<file path="config.mk">
export PLATFORM = sky130hd
export DESIGN_NAME = div_unit_flat
export DESIGN_NICKNAME = d
export VERILOG_FILES = /design/src/rtl/riscv_m_pkg.sv /design/src/rtl/div_unit_if.sv /design/src/rtl/div_unit.sv /design/src/flat_wrapper.sv
export SDC_FILE = /design/constraint.sdc
export NUM_CORES = 1
export LEC_CHECK = 0
export BUFFER_PORTS_ARGS = -buffer_cell sky130_fd_sc_hd__buf_4
export CORE_MARGIN = 3
export CORE_UTILIZATION = 55
export CTS_CLUSTER_DIAMETER = 100
export CTS_CLUSTER_SIZE = 25
export DETAILED_ROUTE_END_ITERATION = 16
export PLACE_DENSITY_LB_ADDON = 0.15
export SYNTH_ARGS = -nofsm -noshare
export SYNTH_HDL_FRONTEND = slang
export SYNTH_SLANG_ARGS = --single-unit
</file>
<file path="constraint.sdc">
create_clock -name clk -period 4.9 [get_ports clk]
set_clock_uncertainty 0.2 [all_clocks]
set_input_delay 0.49 -clock clk [delete_from_list [all_inputs] [get_ports clk]]
set_output_delay 0.49 -clock clk [all_outputs]
set_load 0.01 [all_outputs]
</file>
<file path="src/rtl/riscv_m_pkg.sv">
// Shared definitions for the RV32M divide path.
// Holds the datapath width, the M-extension encodings seen by the decoder,
// the divider state encoding and small func3 decode helpers.
package riscv_m_pkg;

  // Operand / result width.
  localparam int XLEN = 32;

  // Major opcode and funct7 that select the M extension.
  localparam logic [6:0] OPCODE_OP     = 7'b0110011;
  localparam logic [6:0] FUNCT7_MULDIV = 7'b0000001;

  // func3 codes of the divide family.
  localparam logic [2:0] F3_DIV  = 3'b100;
  localparam logic [2:0] F3_DIVU = 3'b101;
  localparam logic [2:0] F3_REM  = 3'b110;
  localparam logic [2:0] F3_REMU = 3'b111;

  // Divider FSM encoding.
  typedef enum logic [1:0] {
    ST_IDLE = 2'b00,
    ST_CALC = 2'b01,
    ST_DONE = 2'b10
  } div_state_e;

  // True when the decoded instruction belongs to the divide family.
  function automatic logic is_div_instr(input logic [6:0] opcode,
                                        input logic [6:0] funct7,
                                        input logic [2:0] funct3);
    return (opcode == OPCODE_OP) && (funct7 == FUNCT7_MULDIV) && funct3[2];
  endfunction

  // DIV and REM (func3[0]=0) treat operands as two's complement.
  function automatic logic is_signed_div(input logic [2:0] funct3);
    return ~funct3[0];
  endfunction

  // REM and REMU (func3[1]=1) return the remainder instead of the quotient.
  function automatic logic is_rem_op(input logic [2:0] funct3);
    return funct3[1];
  endfunction

endpackage

</file>
<file path="src/rtl/div_unit_if.sv">
// Bundle between the EX stage and the iterative divider.
// master (pipeline side) drives: start, func3, op1, op2, flush
// slave  (divider side)  drives: stall, busy, done, result
interface div_unit_if #(
  parameter int XLEN = 32
);

  logic            start;   // divide instruction present in EX
  logic [2:0]      func3;   // DIV / DIVU / REM / REMU
  logic [XLEN-1:0] op1;     // dividend
  logic [XLEN-1:0] op2;     // divisor
  logic            flush;   // abort current operation
  logic            stall;   // freeze PC, IF/ID, ID/EX
  logic            busy;    // divider not idle
  logic            done;    // one-cycle result-valid pulse
  logic [XLEN-1:0] result;  // quotient or remainder

  modport master (
    output start, func3, op1, op2, flush,
    input  stall, busy, done, result
  );

  modport slave (
    input  start, func3, op1, op2, flush,
    output stall, busy, done, result
  );

endinterface

</file>
<file path="src/rtl/div_unit.sv">
// Iterative RV32M divider (DIV, DIVU, REM, REMU).
// Restoring radix-2, one quotient bit per cycle. Divide-by-zero and signed
// overflow are resolved in one cycle without iterating.
// Ports:
//   clk  - rising-edge clock
//   rst  - synchronous active-high reset
//   bus  - div_unit_if.slave: start/func3/op1/op2/flush in,
//          stall/busy/done/result out
module div_unit
  import riscv_m_pkg::*;
#(
  parameter int XLEN = riscv_m_pkg::XLEN
) (
  input logic       clk,
  input logic       rst,
  div_unit_if.slave bus
);

  localparam int              CNT_W    = $clog2(XLEN);
  localparam logic [CNT_W-1:0] CNT_LAST = CNT_W'(XLEN - 1);
  localparam logic [XLEN-1:0] ZERO     = {XLEN{1'b0}};
  localparam logic [XLEN-1:0] ALL_ONES = {XLEN{1'b1}};
  localparam logic [XLEN-1:0] MIN_NEG  = {1'b1, {(XLEN-1){1'b0}}};

  // Two's-complement negate when neg is set.
  function automatic logic [XLEN-1:0] negate_if(input logic [XLEN-1:0] v,
                                                input logic            neg);
    logic [XLEN-1:0] r;
    if (neg) begin
      r = (~v) + XLEN'(1);
    end else begin
      r = v;
    end
    return r;
  endfunction

  // Registered state
  div_state_e       state_r;
  logic [CNT_W-1:0] cnt_r;
  logic [XLEN-1:0]  divisor_r;   // |op2|
  logic [XLEN-1:0]  quot_r;      // shifts out dividend bits, shifts in quotient bits
  logic [XLEN:0]    rem_r;       // partial remainder, one guard bit
  logic             neg_q_r;     // quotient must be negated
  logic             neg_r_r;     // remainder must be negated
  logic             is_rem_r;    // return remainder
  logic             done_r;
  logic [XLEN-1:0]  result_r;

  // Combinational decode / datapath
  logic             signed_op_s;
  logic             op1_neg_s;
  logic             op2_neg_s;
  logic             div_zero_s;
  logic             overflow_s;
  logic [XLEN-1:0]  special_res_s;
  logic [XLEN:0]    rem_shift_s;
  logic [XLEN:0]    diff_s;
  logic             q_bit_s;
  logic [XLEN:0]    rem_next_s;
  logic [XLEN-1:0]  quot_next_s;
  logic [XLEN-1:0]  final_res_s;
  logic             stall_s;

  // Operand classification and single-cycle special-case results.
  always_comb begin
    signed_op_s   = is_signed_div(bus.func3);
    op1_neg_s     = signed_op_s & bus.op1[XLEN-1];
    op2_neg_s     = signed_op_s & bus.op2[XLEN-1];
    div_zero_s    = (bus.op2 == ZERO);
    overflow_s    = signed_op_s & (bus.op1 == MIN_NEG) & (bus.op2 == ALL_ONES);
    special_res_s = ZERO;
    if (div_zero_s) begin
      // x/0: quotient all ones, remainder is the dividend untouched.
      special_res_s = is_rem_op(bus.func3) ? bus.op1 : ALL_ONES;
    end else if (overflow_s) begin
      special_res_s = is_rem_op(bus.func3) ? ZERO : MIN_NEG;
    end else begin
      special_res_s = ZERO;
    end
  end

  // One restoring step: shift in next dividend bit, try subtracting divisor.
  always_comb begin
    rem_shift_s = {rem_r[XLEN-1:0], quot_r[XLEN-1]};
    diff_s      = rem_shift_s - {1'b0, divisor_r};
    // A clear guard bit means the subtraction did not go negative.
    q_bit_s     = ~diff_s[XLEN];
    if (q_bit_s) begin
      rem_next_s = diff_s;
    end else begin
      rem_next_s = rem_shift_s;
    end
    quot_next_s = {quot_r[XLEN-2:0], q_bit_s};
  end

  // Sign fix-up of the values produced by the final step.
  always_comb begin
    if (is_rem_r) begin
      final_res_s = negate_if(rem_next_s[XLEN-1:0], neg_r_r);
    end else begin
      final_res_s = negate_if(quot_next_s, neg_q_r);
    end
  end

  // Pipeline hold request; drops in DONE so the divide instruction leaves EX.
  always_comb begin
    stall_s = ((state_r == ST_IDLE) & bus.start & ~bus.flush) |
              (state_r == ST_CALC);
  end

  assign bus.stall  = stall_s;
  assign bus.busy   = (state_r != ST_IDLE);
  assign bus.done   = done_r;
  assign bus.result = result_r;

  // FSM, iteration registers and registered result.
  always_ff @(posedge clk) begin
    if (rst) begin
      state_r   <= ST_IDLE;
      cnt_r     <= {CNT_W{1'b0}};
      divisor_r <= ZERO;
      quot_r    <= ZERO;
      rem_r     <= {(XLEN+1){1'b0}};
      neg_q_r   <= 1'b0;
      neg_r_r   <= 1'b0;
      is_rem_r  <= 1'b0;
      done_r    <= 1'b0;
      result_r  <= ZERO;
    end else if (bus.flush) begin
      // Redirect kills the instruction: no done pulse, result untouched.
      state_r <= ST_IDLE;
      cnt_r   <= {CNT_W{1'b0}};
      done_r  <= 1'b0;
    end else begin
      case (state_r)
        ST_IDLE: begin
          done_r <= 1'b0;
          if (bus.start) begin
            if (div_zero_s || overflow_s) begin
              result_r <= special_res_s;
              done_r   <= 1'b1;
              state_r  <= ST_DONE;
            end else begin
              divisor_r <= negate_if(bus.op2, op2_neg_s);
              quot_r    <= negate_if(bus.op1, op1_neg_s);
              rem_r     <= {(XLEN+1){1'b0}};
              neg_q_r   <= op1_neg_s ^ op2_neg_s;
              neg_r_r   <= op1_neg_s;
              is_rem_r  <= is_rem_op(bus.func3);
              cnt_r     <= {CNT_W{1'b0}};
              state_r   <= ST_CALC;
            end
          end else begin
            state_r <= ST_IDLE;
          end
        end
        ST_CALC: begin
          rem_r  <= rem_next_s;
          quot_r <= quot_next_s;
          cnt_r  <= cnt_r + CNT_W'(1);
          if (cnt_r == CNT_LAST) begin
            result_r <= final_res_s;
            done_r   <= 1'b1;
            state_r  <= ST_DONE;
          end else begin
            done_r  <= 1'b0;
            state_r <= ST_CALC;
          end
        end
        ST_DONE: begin
          // start is still high for the same instruction; do not restart.
          done_r  <= 1'b0;
          state_r <= ST_IDLE;
        end
        default: begin
          done_r  <= 1'b0;
          state_r <= ST_IDLE;
        end
      endcase
    end
  end

endmodule

</file>
<file path="src/flat_wrapper.sv">
// flat-port wrapper written by rule: the top's interface ports become plain ports
module div_unit_flat import riscv_m_pkg::*;
#(
  parameter int XLEN = riscv_m_pkg::XLEN
)
  (clk, rst, bus_start, bus_func3, bus_op1, bus_op2, bus_flush, bus_stall, bus_busy, bus_done, bus_result);
  div_unit_if #(.XLEN(XLEN)) bus_i ();
  input logic clk;
  input logic rst;
  input wire logic [$bits(bus_i.start)-1:0] bus_start;
  input wire logic [$bits(bus_i.func3)-1:0] bus_func3;
  input wire logic [$bits(bus_i.op1)-1:0] bus_op1;
  input wire logic [$bits(bus_i.op2)-1:0] bus_op2;
  input wire logic [$bits(bus_i.flush)-1:0] bus_flush;
  output wire logic [$bits(bus_i.stall)-1:0] bus_stall;
  output wire logic [$bits(bus_i.busy)-1:0] bus_busy;
  output wire logic [$bits(bus_i.done)-1:0] bus_done;
  output wire logic [$bits(bus_i.result)-1:0] bus_result;
  assign bus_i.start = bus_start;
  assign bus_i.func3 = bus_func3;
  assign bus_i.op1 = bus_op1;
  assign bus_i.op2 = bus_op2;
  assign bus_i.flush = bus_flush;
  assign bus_stall = bus_i.stall;
  assign bus_busy = bus_i.busy;
  assign bus_done = bus_i.done;
  assign bus_result = bus_i.result;
  div_unit #(.XLEN(XLEN)) u_core (.clk(clk), .rst(rst), .bus(bus_i));
endmodule
</file>
==> reports/results.tsv <==
stage	metric	value	unit
timing	period_needed	4.887	ns
synth	synthCells	1619	
die	die_w	151.6	µm
place	gp_congestion	1.005	
critical_path	max_stage_delay	0.52	ns
clock_tree	clkSlewWorstSetupHoldPaths	0.07	ns
finish	multi_input_area	0.008426	mm²
detailed_routing	vias_per_cell	6.388	
critical_path	path_max_fanout	4	
die	start_util	56.73	%
synth	synth_edf_count	0	
clock_tree	hold_buffers	0	
finish	syn_to_final_growth	18.33	%
power	p_leak	0.005432	µW
global_route	antenna_found_initial	0	
critical_path	cpLargestDelayFamily	compound AO/OA/AOI/OAI gates	
synth	syn-num-nets	1730	
synth	synth_most_common_cell	nor2_1	
finish	ff_latch_area	0.002765	mm²
timing	timing.final.crit_share	99.74	%
detailed_routing	antenna_left	0	
die	ioPinCount	106	
detailed_routing	routed_wl	39.29	mm
clock_tree	cts_buffers	17	
global_route	grt_start_max_net_pins	82	
timing	fmax	204.6	MHz
synth	synth-seq-cells	138	
global_route	grt_pass1_vias	11810	
synth	synth_ff_type	dfxtp_1	
power	finalPower	3498	µW
critical_path	cp-end-kind	register	
critical_path	worstPathCellList	inv_2 > ha_4 > fa_2 > nand2b_4 > a211oi_4 > o2111ai_2 > a2111oi_4 > buf_4 > nor3_4 > nor2_4 > inv_4 > nand2_2 > o21ai_2 > inv_2 > ha_4 > nand3b_1 > or3_4 > a2111oi_4 > a31oi_2 > or4b_1 > o21ai_2 > xnor2_1 > o31ai_1	
die	die_h	151.6	µm
synth	netlist.area_leader.share	23.69	%
timing	relSlewSlack	21.09	%
detailed_routing	vias	12780	
job	drv_cap	0	
die	fp.coreArea	0.02056	mm²
critical_path	worstPathRequired	5.04	ns
timing	tightest_slew	1.182	ns
global_route	grt_overflow_total	0	
critical_path	critical_path.startpoint_type	register	
synth	seq_area_frac_synth	23.69	%
detailed_routing	wire_per_inst	19.64	µm
global_route	gr-usage-all-layers	33.84	%
detailed_routing	drt_first_pass_iters	6	
detailed_routing	drtIter0Drc	1386	
synth	ys_top_cells_by_count	nor2_1 (233), a21oi_1 (150), dfxtp_1 (138), nand2_1 (115), o21ai_0 (113)	
clock_tree	clk_latency	0.44	ns
clock_tree	cts_buffer_depth	2	
global_route	grt_pass1_wl	61.82	mm
critical_path	cpMaxStageDelayCell	or4b_1	
die	dieArea	0.02299	mm²
synth	async_reset_ff_share	0	%
synth	synthTopCellsByArea	dfxtp_1 (24%), nor2_1 (7.5%), a21oi_1 (6.4%)	
finish	fin_nets	1828	
finish	layout-drive-gt1-share	16.71	%
power	cellPowerDensity	253.4	mW/mm²
timing	fin_hold_ws	0.1277	ns
timing	hold_viol	0	
detailed_routing	drcViolationCount	0	
power	irDropWorstVdd	213.8	µV
synth	syn_avg_cell_area	7.204	µm²
status	status	complete, no violations	
synth	yosysWarnings	0	
clock_tree	cts_tree	yes	
synth	yosysTopAreaCell	dfxtp_1	
die	row_count	52	
place	place.detailed.hpwl	29.23	mm
critical_path	critPathKind	reg -> reg	
critical_path	path_buf_inv	4	
clock_tree	clkSinkCount	138	
timing	slew_violations	0	
critical_path	cp.arrival	5.03	ns
place	port_buffers	104	
synth	synth.distinct_cells	87	
finish	antenna_cells	0	
timing	setup_viol	0	
worst_hold_path	hp-class	in -> reg	
synth	syn_area	0.01166	mm²
finish	fillers	1838	
timing	rsz0062_at_grt	true	
clock_tree	root_buffer	clkbuf_16	
clock_tree	htree_levels	4	
-- layout by cell type (no fill, tap or decap), types with 12 or more instances in the layout --
master | Yosys | layout
inv_1 | 59 | 57
clkbuf_16 | 0 | 17
nand2b_1 | 18 | 15
a311oi_1 | 13 | 12
nor2_1 | 233 | 232
nor3_1 | 56 | 51
mux2i_1 | 25 | 25
a22oi_1 | 21 | 21
a21o_1 | 13 | 13
xnor2_1 | 69 | 69
ha_1 | 39 | 35
nor4_1 | 22 | 21
dfxtp_1 | 138 | 136
or3_1 | 25 | 24
o41ai_1 | 13 | 12
xor2_1 | 63 | 63
a211oi_1 | 74 | 73
buf_4 | 1 | 185
and3_1 | 12 | 12
nand3_1 | 14 | 14
o211ai_1 | 12 | 12
o31ai_1 | 33 | 32
nand2_1 | 115 | 113
a21oi_1 | 150 | 148
o21ai_0 | 113 | 112
nand4_1 | 20 | 20
-- through the flow --
stage / cells / setup slack [ns] / util, % / cell area (µm²) / TNS, ns
2_1_floorplan: 1619 / -0.06353 / - / 11730 / -0.1185
3_3_place_gp: 1959 / 0.01205 / 63.15 / 12980 / 0
3_5_place_dp: 1959 / -0.07446 / 63.15 / 12980 / -0.2492
4_1_cts: 1995 / -0.009586 / 66.57 / 13690 / -0.009586
5_1_grt: 2000 / -0.2331 / 67.13 / 13800 / -1.272
6_report: 2000 / 0.01270 / 67.13 / 13800 / 0
-- flip-flops by register name (all words and copies together), names as in the netlist --
name,count
u_core.rem_r,32
u_core.cnt_r,5
u_core.divisor_r,32
u_core.is_rem_r,1
u_core.state_r,2
u_core.neg_r_r,1
u_core.quot_r,32
u_core.bus.result,32
u_core.neg_q_r,1
-- power by group --
| part | total (µW) | switching [µW] | internal, µW |
|---|---|---|---|
| combinational | 881 | 540 | 341 |
| clock | 1410 | 545 | 868 |
| sequential | 1200 | 44.2 | 1160 |
| total | 3500 | 1130 | 2370 |
-- worst paths after layout --
path / slack, ns / start / end / cells after the start
max: 0.01 / u_core.quot_r[31] / u_core.bus.result[22] / 23
min: 0.13 / bus_flush / u_core.cnt_r[0] / 2
max reg2reg: 0.01 / u_core.quot_r[31] / u_core.bus.result[22] / 23
min reg2reg: 0.27 / u_core.divisor_r[31] / u_core.divisor_r[31] / 2
-- area by class of cell --
class,count,area share [%]
Clock buffer,18,3.182
Multi-Input combinational cell,1313,61.05
Sequential cell,138,20.03
Inverter,61,1.677
Clock inverter,14,1.405
Tap cell,270,2.448
Timing Repair Buffer,186,10.21
-- routing by layer --
metal  GRT usage (%)  part of all wire [%]  up-vias
met5               0                     0        -
met4           11.95                   3.2        0
met3           6.514                   9.6      103
met2           53.17                    45      635
met1           46.48                    42     5925
li1                -                     -     6112
-- worst register-to-register path: cells and delay by family, from the launching register on --
| kind | cells | cell delay [ns] |
|---|---|---|
| AND/OR/NAND/NOR | 7 | 1.48 |
| XOR/XNOR | 1 | 0.09 |
| flip-flops | 1 | 0.33 |
| adder cells (fa/ha/maj) | 3 | 0.68 |
| buffers and inverters | 4 | 0.38 |
| AO/OA/AOI/OAI | 8 | 1.67 |
-- cell families after synthesis --
kind of cell / after synthesis / share of synthesized area [%]
compound gates: 530 / 29.76
flops: 138 / 23.69
xor+xnor: 132 / 9.912
fa+ha+maj: 40 / 4.355
mux: 33 / 2.918
simple gates: 578 / 23.61
buf+inv: 168 / 5.761
-- timing repair --
| action | 4_1_cts | 5_1_grt |
|---|---|---|
| pin swaps | 3 | 7 |
| endpoints found under the setup margin | 4 | 15 |
| gates resized for setup | 9 | 16 |
| setup buffers | 4 | 5 |
Note: power is estimated with default switching activity, not from simulation.
